<file path="src/rtl/sisc_ir_sequencer_if.sv">
// rtl/sisc_ir_sequencer_if.sv - loader/control and instruction-output bundle for the SISC ir sequencer
//
// Purpose: groups the host loader, playback control and core-facing outputs.
// master modport: host/bench side (drives load/control, observes outputs).
// slave modport : sequencer side (observes load/control, drives outputs).
//   load_en, load_addr, load_data : program table write port
//   prog_len, start, loop_en, abort : playback control
//   ir, ir_valid, pc               : instruction stream to the core
//   busy, done, halted, issue_cnt  : playback status
interface sisc_ir_sequencer_if #(
    parameter int IR_WIDTH  = 32,
    parameter int DEPTH     = 16,
    parameter int CNT_WIDTH = 16
);
    localparam int AW = $clog2(DEPTH);

    logic                 load_en;
    logic [AW-1:0]        load_addr;
    logic [IR_WIDTH-1:0]  load_data;
    logic [AW:0]          prog_len;
    logic                 start;
    logic                 loop_en;
    logic                 abort;
    logic [IR_WIDTH-1:0]  ir;
    logic                 ir_valid;
    logic [AW-1:0]        pc;
    logic                 busy;
    logic                 done;
    logic                 halted;
    logic [CNT_WIDTH-1:0] issue_cnt;

    modport master (
        output load_en, load_addr, load_data, prog_len, start, loop_en, abort,
        input  ir, ir_valid, pc, busy, done, halted, issue_cnt
    );

    modport slave (
        input  load_en, load_addr, load_data, prog_len, start, loop_en, abort,
        output ir, ir_valid, pc, busy, done, halted, issue_cnt
    );
endinterface

</file>
<file path="src/rtl/sisc_ir_sequencer.sv">
// rtl/sisc_ir_sequencer.sv - loadable instruction-table player driving the SISC core ir input
//
// Purpose: instructions are written into an internal table while idle, then
// issued one at a time, each held on ir for HOLD_CYCLES clocks. Playback ends
// on a HALT_OPC word, at the end of the program (unless looping) or on abort.
// Ports:
//   clk   : system clock, rising edge
//   rst_f : synchronous active-low reset
//   bus   : sisc_ir_sequencer_if.slave (loader, control, ir stream, status)
module sisc_ir_sequencer #(
    parameter int          IR_WIDTH    = 32,
    parameter int          DEPTH       = 16,
    parameter int          HOLD_CYCLES = 5,
    parameter logic [3:0]  HALT_OPC    = 4'hF,
    parameter int          CNT_WIDTH   = 16
) (
    input  logic                 clk,
    input  logic                 rst_f,
    sisc_ir_sequencer_if.slave   bus
);
    localparam int AW = $clog2(DEPTH);
    localparam int LW = AW + 1;
    localparam int HW = (HOLD_CYCLES > 1) ? $clog2(HOLD_CYCLES) : 1;

    typedef enum logic [1:0] {IDLE, RUN, DONE} state_t;

    state_t               state_q, state_d;
    logic [IR_WIDTH-1:0]  ir_q, ir_d;
    logic                 valid_q, valid_d;
    logic [AW-1:0]        pc_q, pc_d;
    logic [HW-1:0]        hold_q, hold_d;
    logic [CNT_WIDTH-1:0] cnt_q, cnt_d;
    logic                 done_q, done_d;
    logic                 halted_q, halted_d;
    logic [LW-1:0]        len_q, len_d;
    logic                 loop_q, loop_d;

    logic [IR_WIDTH-1:0]  mem [DEPTH];

    logic                 hold_last;
    logic                 last_entry;
    logic                 is_halt;
    logic [CNT_WIDTH-1:0] cnt_inc;
    logic [AW-1:0]        pc_next;
    logic [LW-1:0]        len_clamped;

    // Table storage is deliberately not reset; only the write port is gated by state.
    always_ff @(posedge clk) begin
        if (bus.load_en && state_q != RUN) begin
            mem[bus.load_addr] <= bus.load_data;
        end
    end

    assign hold_last   = (hold_q == HW'(HOLD_CYCLES - 1));
    assign last_entry  = ({1'b0, pc_q} == (len_q - LW'(1)));
    assign is_halt     = (ir_q[IR_WIDTH-1 -: 4] == HALT_OPC);
    assign cnt_inc     = (cnt_q == '1) ? cnt_q : cnt_q + CNT_WIDTH'(1);
    assign pc_next     = pc_q + AW'(1);
    assign len_clamped = (bus.prog_len > LW'(DEPTH)) ? LW'(DEPTH) : bus.prog_len;

    always_comb begin
        state_d  = state_q;
        ir_d     = ir_q;
        valid_d  = valid_q;
        pc_d     = pc_q;
        hold_d   = hold_q;
        cnt_d    = cnt_q;
        done_d   = done_q;
        halted_d = halted_q;
        len_d    = len_q;
        loop_d   = loop_q;

        unique case (state_q)
            IDLE, DONE: begin
                // A simultaneous load wins over start so the host never races its own write.
                if (bus.start && !bus.load_en && bus.prog_len != '0) begin
                    state_d  = RUN;
                    pc_d     = '0;
                    ir_d     = mem[0];
                    valid_d  = 1'b1;
                    hold_d   = '0;
                    cnt_d    = CNT_WIDTH'(1);
                    done_d   = 1'b0;
                    halted_d = 1'b0;
                    len_d    = len_clamped;
                    loop_d   = bus.loop_en;
                end
            end
            RUN: begin
                if (bus.abort) begin
                    state_d  = DONE;
                    ir_d     = '0;
                    valid_d  = 1'b0;
                    done_d   = 1'b1;
                    halted_d = 1'b0;
                end else if (hold_last) begin
                    // The word just completed decides what happens next; halt beats loop.
                    if (is_halt) begin
                        state_d  = DONE;
                        valid_d  = 1'b0;
                        done_d   = 1'b1;
                        halted_d = 1'b1;
                    end else if (last_entry && loop_q) begin
                        pc_d   = '0;
                        ir_d   = mem[0];
                        hold_d = '0;
                        cnt_d  = cnt_inc;
                    end else if (last_entry) begin
                        state_d  = DONE;
                        valid_d  = 1'b0;
                        done_d   = 1'b1;
                        halted_d = 1'b0;
                    end else begin
                        pc_d   = pc_next;
                        ir_d   = mem[pc_next];
                        hold_d = '0;
                        cnt_d  = cnt_inc;
                    end
                end else begin
                    hold_d = hold_q + HW'(1);
                end
            end
            default: state_d = IDLE;
        endcase
    end

    always_ff @(posedge clk) begin
        if (!rst_f) begin
            state_q  <= IDLE;
            ir_q     <= '0;
            valid_q  <= 1'b0;
            pc_q     <= '0;
            hold_q   <= '0;
            cnt_q    <= '0;
            done_q   <= 1'b0;
            halted_q <= 1'b0;
            len_q    <= '0;
            loop_q   <= 1'b0;
        end else begin
            state_q  <= state_d;
            ir_q     <= ir_d;
            valid_q  <= valid_d;
            pc_q     <= pc_d;
            hold_q   <= hold_d;
            cnt_q    <= cnt_d;
            done_q   <= done_d;
            halted_q <= halted_d;
            len_q    <= len_d;
            loop_q   <= loop_d;
        end
    end

    assign bus.ir        = ir_q;
    assign bus.ir_valid  = valid_q;
    assign bus.pc        = pc_q;
    assign bus.busy      = (state_q == RUN);
    assign bus.done      = done_q;
    assign bus.halted    = halted_q;
    assign bus.issue_cnt = cnt_q;
endmodule

</file>
<file path="src/flat_wrapper.sv">
// flat-port wrapper written by rule: the top's interface ports become plain ports
module sisc_ir_sequencer_flat 
#(
    parameter int          IR_WIDTH    = 32,
    parameter int          DEPTH       = 16,
    parameter int          HOLD_CYCLES = 5,
    parameter logic [3:0]  HALT_OPC    = 4'hF,
    parameter int          CNT_WIDTH   = 16
)
  (clk, rst_f, bus_load_en, bus_load_addr, bus_load_data, bus_prog_len, bus_start, bus_loop_en, bus_abort, bus_ir, bus_ir_valid, bus_pc, bus_busy, bus_done, bus_halted, bus_issue_cnt);
  sisc_ir_sequencer_if #(.IR_WIDTH(IR_WIDTH), .DEPTH(DEPTH), .CNT_WIDTH(CNT_WIDTH)) bus_i ();
  input  logic clk;
  input  logic rst_f;
  input wire logic [$bits(bus_i.load_en)-1:0] bus_load_en;
  input wire logic [$bits(bus_i.load_addr)-1:0] bus_load_addr;
  input wire logic [$bits(bus_i.load_data)-1:0] bus_load_data;
  input wire logic [$bits(bus_i.prog_len)-1:0] bus_prog_len;
  input wire logic [$bits(bus_i.start)-1:0] bus_start;
  input wire logic [$bits(bus_i.loop_en)-1:0] bus_loop_en;
  input wire logic [$bits(bus_i.abort)-1:0] bus_abort;
  output wire logic [$bits(bus_i.ir)-1:0] bus_ir;
  output wire logic [$bits(bus_i.ir_valid)-1:0] bus_ir_valid;
  output wire logic [$bits(bus_i.pc)-1:0] bus_pc;
  output wire logic [$bits(bus_i.busy)-1:0] bus_busy;
  output wire logic [$bits(bus_i.done)-1:0] bus_done;
  output wire logic [$bits(bus_i.halted)-1:0] bus_halted;
  output wire logic [$bits(bus_i.issue_cnt)-1:0] bus_issue_cnt;
  assign bus_i.load_en = bus_load_en;
  assign bus_i.load_addr = bus_load_addr;
  assign bus_i.load_data = bus_load_data;
  assign bus_i.prog_len = bus_prog_len;
  assign bus_i.start = bus_start;
  assign bus_i.loop_en = bus_loop_en;
  assign bus_i.abort = bus_abort;
  assign bus_ir = bus_i.ir;
  assign bus_ir_valid = bus_i.ir_valid;
  assign bus_pc = bus_i.pc;
  assign bus_busy = bus_i.busy;
  assign bus_done = bus_i.done;
  assign bus_halted = bus_i.halted;
  assign bus_issue_cnt = bus_i.issue_cnt;
  sisc_ir_sequencer #(.IR_WIDTH(IR_WIDTH), .DEPTH(DEPTH), .HOLD_CYCLES(HOLD_CYCLES), .HALT_OPC(HALT_OPC), .CNT_WIDTH(CNT_WIDTH)) u_core (.clk(clk), .rst_f(rst_f), .bus(bus_i));
endmodule
</file>
<file path="config.mk">
export PLATFORM = sky130hd
export DESIGN_NAME = sisc_ir_sequencer_flat
export DESIGN_NICKNAME = d
export VERILOG_FILES = /design/src/rtl/sisc_ir_sequencer_if.sv /design/src/rtl/sisc_ir_sequencer.sv /design/src/flat_wrapper.sv
export SDC_FILE = /design/constraint.sdc
export NUM_CORES = 1
export LEC_CHECK = 0
export BUFFER_PORTS_ARGS = -buffer_cell sky130_fd_sc_hd__buf_2
export CELL_PAD_IN_SITES_DETAIL_PLACEMENT = 1
export CELL_PAD_IN_SITES_GLOBAL_PLACEMENT = 1
export CORE_UTILIZATION = 43
export CTS_CLUSTER_SIZE = 8
export DETAILED_ROUTE_END_ITERATION = 12
export PLACE_DENSITY_LB_ADDON = 0.1
export SYNTH_ARGS = -nofsm -noshare
export SYNTH_HDL_FRONTEND = slang
export SYNTH_SLANG_ARGS = --single-unit
export TNS_END_PERCENT = 50
</file>
<file path="constraint.sdc">
create_clock -name clk -period 4.61 [get_ports clk]
set_input_delay 0.461 -clock clk [delete_from_list [all_inputs] [get_ports clk]]
set_output_delay 0.461 -clock clk [all_outputs]
set_load 0.05 [all_outputs]
</file>
== Word-level counts from Yosys, hierarchy flattened ==
Memories as Yosys holds them, arrays and structs flattened.
Index checks and enable logic that the tools add are counted.
Operators by class
  order comparisons: 1
  add/sub/neg operators: 4
  equality and inequality tests: 19
  mux-type cells: 57
  reduce and logical (&&, ||, !) cells: 15
Operators by type and width (number)
  32-bit two-way mux: 6
  16-bit two-way mux: 7
  32-bit one-hot mux with 2 select lines: 1
  16-bit one-hot mux with 2 select lines: 1
  4-bit two-way mux: 6
  3-bit two-way mux: 6
  1-bit two-way mux: 17
  16-bit by 1-bit adder with 16-bit output (second input constant): 1
  16-bit == test (second input constant): 1
  5-bit AND reduction: 3
  2-bit two-way mux: 6
  3-bit inequality test (second input constant): 3
  4-bit inequality test (second input constant): 2
  4-bit one-hot mux with 2 select lines: 1
  2-bit by 1-bit inequality test with 1-bit output (second input constant): 3
  1-bit one-hot mux with 2 select lines: 3
  3-bit one-hot mux with 2 select lines: 1
  6-bit AND reduction: 1
  4-bit by 5-bit == test with 1-bit output: 1
  5-bit greater-than comparator (second input constant): 1
  5-bit two-way mux: 1
  5-bit nonzero test: 1
  5-bit by 1-bit subtractor with 5-bit output (second input constant): 1
  4-bit by 1-bit adder with 4-bit output (second input constant): 1
  other kinds (17): 21
Word-level totals
  bits in registers: 66
  logic and storage cells: 107
  input port bits: 47
  memories kept: 1
  bits in writable memories: 512
Memory list
  u_core.mem: words 16, bits a word 32, rd ports 2, clocked after Yosys merged registers in 0, write ports 1, line sisc_ir_sequencer.sv:38  | logic [IR_WIDTH-1:0] mem [DEPTH];

== Logic depth before layout (Yosys ltp) ==
  word-level depth: 8
  mapped depth: 9
  depth with buffers taken out: 8

== Worst setup path before layout ==
No wires, ideal clock.
  path kind: flip-flop to flip-flop
  from: reg u_core.state_q[1]
  to: mem u_core.mem[0][0], enable pin
  data arrival time: 4.030 ns
  stages on the path, launching flop included: 7
  library setup time: 0.461 ns
  path slack: 0.118 ns
  buffers on the path: 2
  cells stage by stage: dfxtp_1 nand2b_1 buf_2 inv_1 buf_1 or4b_2 nor3_1
On the way
  word-level cells in the longest chain between the ends: 4
RTL lines
  start: declaration: line sisc_ir_sequencer.sv:27  | state_t state_q, state_d;
  start signal: assignment: line sisc_ir_sequencer.sv:140  | state_q <= state_d;
  2-bit by 1-bit inequality test with 1-bit output: line sisc_ir_sequencer.sv:49  | if (bus.load_en && state_q != RUN) begin
  1-bit logical AND: line sisc_ir_sequencer.sv:49
  1-bit two-way mux: line sisc_ir_sequencer.sv:49
  1-bit two-way mux (not written as such): line sisc_ir_sequencer.sv:50  | mem[bus.load_addr] <= bus.load_data;
  end: declaration: line sisc_ir_sequencer.sv:38
No other way between the ends.

== Final worst setup path ==
  from: reg u_core.len_q[0]
  to: reg u_core.ir_q[10], in the netlist u_core.bus.ir[10]
On the way
  word-level cells in the longest chain between the ends: 8
  elaborated cells on any way between the ends: 10
  those cells by class: add/sub: 1; eq/ne: 2; mux: 5; reduce/logical: 2
RTL lines
  start: declaration: line sisc_ir_sequencer.sv:35  | logic [LW-1:0] len_q, len_d;
  start signal: assignment: line sisc_ir_sequencer.sv:148  | len_q <= len_d;
  5-bit by 1-bit subtractor with 5-bit output *: line sisc_ir_sequencer.sv:55  | assign last_entry = ({1'b0, pc_q} == (len_q - LW'(1)));
  4-bit by 5-bit == test with 1-bit output *: line sisc_ir_sequencer.sv:55
  1-bit logical AND: line sisc_ir_sequencer.sv:103  | end else if (last_entry && loop_q) begin
  32-bit two-way mux: line sisc_ir_sequencer.sv:103
  32-bit two-way mux: line sisc_ir_sequencer.sv:98  | if (is_halt) begin
  32-bit two-way mux: line sisc_ir_sequencer.sv:96  | end else if (hold_last) begin
  32-bit two-way mux: line sisc_ir_sequencer.sv:90  | if (bus.abort) begin
  32-bit one-hot mux with 2 select lines: line sisc_ir_sequencer.sv:73  | unique case (state_q)
  end signal: assignment: line sisc_ir_sequencer.sv:141  | ir_q <= ir_d;
  end: declaration: line sisc_ir_sequencer.sv:28  | logic [IR_WIDTH-1:0] ir_q, ir_d;
Every way passes the cells marked *; elsewhere a longest branch is shown, timed or not. The select of a mux whose other input is x is not followed.
A chain may end at the register's enable or synchronous reset.

==> impl_metrics.env <==
export IMPL_rr_startpoint="u_core.len_q[0]"
export IMPL_crit_end="u_core.bus.ir[10]"
export IMPL_route_detailed_drc=0
export IMPL_worst_pin_slew_ps=1250
export IMPL_max_freq_ghz=0.329
export IMPL_num_io_pins=103
export IMPL_routed_wl_microns=56500
export IMPL_stdcell_area_sq_mm=0.0268
export IMPL_grt_pass1_vias=13100
export IMPL_power_frac_seq=0.492
export IMPL_critical_path_slowest_cell="a211oi_4"
export IMPL_fin_nets=1429
export IMPL_synth_compound_area_share=0.0423
export IMPL_cp_max_fo=19
export IMPL_vias=12200
export IMPL_cap_violations=0
export IMPL_period_share=0.660
export IMPL_cp_start_kind="flop"
export IMPL_cts_max_path_buffers=3
export IMPL_synthFlopType="edfxtp_1"
export IMPL_ys_top_cells_by_area="edfxtp_1 67%, mux4_2 13%, dfxtp_1 5.8%"
export IMPL_internal_power_mw=9.30
export IMPL_swShare=0.215
export IMPL_gp_congestion=0.733
export IMPL_cts_sinks=578
export IMPL_status="finished clean"
export IMPL_synth_top_cell_area_share=0.672
export IMPL_insertion_delay_ps=610
export IMPL_numCtsBuffers=82
export IMPL_gr_total_overflow=0
export IMPL_antenna_found_initial=2
export IMPL_synth_seq_cells=578
export IMPL_antenna_left=0
export IMPL_synth_largest_area_cell="edfxtp_1"
export IMPL_place_port_buffers=102
export IMPL_p_per_area_mw_per_mm2=442
export IMPL_rsz0062_at_grt="false"
export IMPL_postSynthCellCount=1218
export IMPL_critPathMaxStageDelay_ps=750
export IMPL_worstSetupPathType="reg -> reg"
export IMPL_die_w_microns=233
export IMPL_syn_avg_cell_area_sq_um=18.8
export IMPL_synth_edff_count=512
export IMPL_p_sw_mw=2.55
export IMPL_cp_required_ps=5090
export IMPL_synth_adder_area_share=0.00273
export IMPL_multiInputGateArea_sq_mm=0.00601
export IMPL_dp_hpwl_microns=31100
export IMPL_fin_crit_ps=3040
export IMPL_r2r_end="u_core.bus.ir[10]"
export IMPL_crit_chain="inv_1 -> ha_1 -> nor4bb_1 -> a22o_2 -> o211a_4 -> a211oi_4 -> nor3_4 -> a221o_1"
export IMPL_clockPowerShare=0.466
export IMPL_slew_violations=0
export IMPL_dieArea_sq_mm=0.0541
export IMPL_synth_warnings=0
export IMPL_drive_gt1_frac=0.276
export IMPL_yosys_mux_area_fraction=0.160
export IMPL_seqCellArea_sq_mm=0.0167
export IMPL_p_leak_nw=9.16
export IMPL_drtIter0Drc=859
export IMPL_grt_use_total=0.215
export IMPL_slew_headroom=0.167
export IMPL_hp_class="in -> reg"
export IMPL_p_comb_frac=0.042
export IMPL_finClkSkew_ps=20.0
export IMPL_chipHeight_microns=233
export IMPL_hp_start="bus_loop_en"
export IMPL_area_growth_pct=17.3
export IMPL_endpoint_kind="flop"
export IMPL_ys_types=61
export IMPL_synth_top_family_by_area="multiplexers"
export IMPL_cts_tree="built"
export IMPL_peakVddDrop_v=0.000253
export IMPL_first_pass_iters=6
export IMPL_ys_seq_area_frac=0.730
export IMPL_syn_nets=1270
export IMPL_syn_area_sq_mm=0.0229
export IMPL_async_reset_ff_frac=0
export IMPL_synthSimpleGateAreaFrac=0.0479
export IMPL_finalSetupViolations=0
export IMPL_coreArea_sq_mm=0.0526
export IMPL_cp_data_arrival_time_ps=3520
export IMPL_grt_pass1_wl_microns=84200
export IMPL_rows=84
export IMPL_reg2reg_setup_slack_ps=1570
export IMPL_r2r_cells=8
export IMPL_fin_setup_tns_ps=0
export IMPL_min_delay_path_depth=3
export IMPL_placed_area_sq_mm=0.0245
export IMPL_htree_levels=3
export IMPL_wl_per_cell_microns=26.5
export IMPL_cts_root_buffer="clkbuf_16"
export IMPL_initial_utilization=0.435
export IMPL_fill_cells=4879
export IMPL_holdBufCountCts=0
export IMPL_cts_setup_buffers=0
export IMPL_clk_pin_slew_ps=60
export IMPL_synth_xor_area_frac=0.00263
export IMPL_avgViaCountPerCell=5.73
export IMPL_hold_viol_final=0
export IMPL_grt_max_degree=81
export IMPL_startpoint="u_core.len_q[0]"
export IMPL_cts_resized_gates=0
[cell usage after synthesis (14+ instances only)]
library cell,count
and3_1,22
a221o_1,19
dfxtp_1,66
clkbuf_1,28
mux4_2,128
edfxtp_1,512
nor2_1,33
o31ai_1,15
mux2i_1,77
buf_2,28
a21oi_1,40
nand3_1,14
nand2_1,100
[cells in the final DEF (no fill, tap or decap), types with 3 or more instances in the layout]
master,n
a211oi_1,3
a21oi_1,40
a221o_1,19
a32oi_1,13
and3_1,22
buf_12,5
buf_2,102
buf_4,34
clkbuf_1,57
clkbuf_16,83
dfxtp_1,65
edfxtp_1,512
ha_1,4
inv_1,9
inv_6,4
mux2i_1,77
mux4_2,128
nand2_1,100
nand2b_1,6
nand3_1,14
nand4_1,11
nor2_1,20
nor2_4,13
nor2b_1,3
nor3_1,4
nor3_2,4
o21ai_0,6
o31ai_1,14
or3_1,12
xnor2_1,3
[critical path: cells and delay by family (launching register included)]
family / cells / cell delay, ps
compound gates: 4 / 1710
simple gates: 2 / 490
flops: 1 / 360
fa+ha+maj: 1 / 240
buf+inv: 1 / 70
[through the flow]
| step | power (mW) | utilization | setup slack, ps | hold slack (ps) | std cells |
|---|---|---|---|---|---|
| after detailed placement | 6.44 | 0.466 | 1240 | 458 | 1981 |
| after floorplan | 6.21 | - | 118 | 452 | 1218 |
| after global routing | 12.2 | 0.511 | 1400 | 104 | 2129 |
| final | 11.9 | 0.511 | 1570 | 98.3 | 2129 |
| after CTS | 12.0 | 0.511 | 1510 | 69.4 | 2128 |
| after global placement | 6.42 | 0.466 | 1330 | 440 | 1981 |
[cell type report]
cell class                      instances  area share
Tap cell                              688      0.0321
Clock buffer                          141      0.0859
Inverter                                9     0.00126
Sequential cell                       578       0.622
Antenna cell                            1   0.0000932
Clock inverter                          6     0.00252
Timing Repair Buffer                  141      0.0323
Multi-Input combinational cell        565       0.224
[sequential cells by signal, indices dropped and copies added, names as in the netlist]
register	count
u_core.loop_q	1
u_core.state_q	2
u_core.bus.halted	1
u_core.len_q	5
u_core.bus.done	1
u_core.bus.ir	32
u_core.bus.issue_cnt	16
u_core.bus.ir_valid	1
u_core.hold_q	3
u_core.mem	512
u_core.bus.pc	4
[cell families (layout without fill, tap and decap cells)]
family | count (synthesis) | in the layout
flip-flops | 578 | 578
multiplexers | 206 | 206
XOR/XNOR | 6 | 6
AO/OA/AOI/OAI | 125 | 125
other | 0 | 1
adder cells (fa/ha/maj) | 5 | 5
AND/OR/NAND/NOR | 223 | 223
buffers and inverters | 75 | 297
[metal layers]
metal	global-route usage	vias up	share of wire
li1	-	5327	-
met1	0.300	6509	0.45
met2	0.344	272	0.48
met3	0.0326	89	0.043
met4	0.0758	2	0.025
met5	0	-	0.00023
[power by group through the flow]
stage / clock network [mW] / registers, mW / logic, mW
finish: 5.53 / 5.83 / 0.499
global route: 5.83 / 5.83 / 0.538
floorplan: 0 / 6.00 / 0.214
CTS: 5.66 / 5.83 / 0.508
detailed placement: 0 / 5.93 / 0.506
global placement: 0 / 5.93 / 0.495
[worst min-delay path by stage]
stage                            to  slack [ps]
floorplan           u_core.len_q[4]         450
global placement    u_core.bus.done         440
detailed placement  u_core.bus.done         460
CTS                   u_core.loop_q          70
global route          u_core.loop_q         100
finish                u_core.loop_q         100
(Power assumes the default switching activity.)
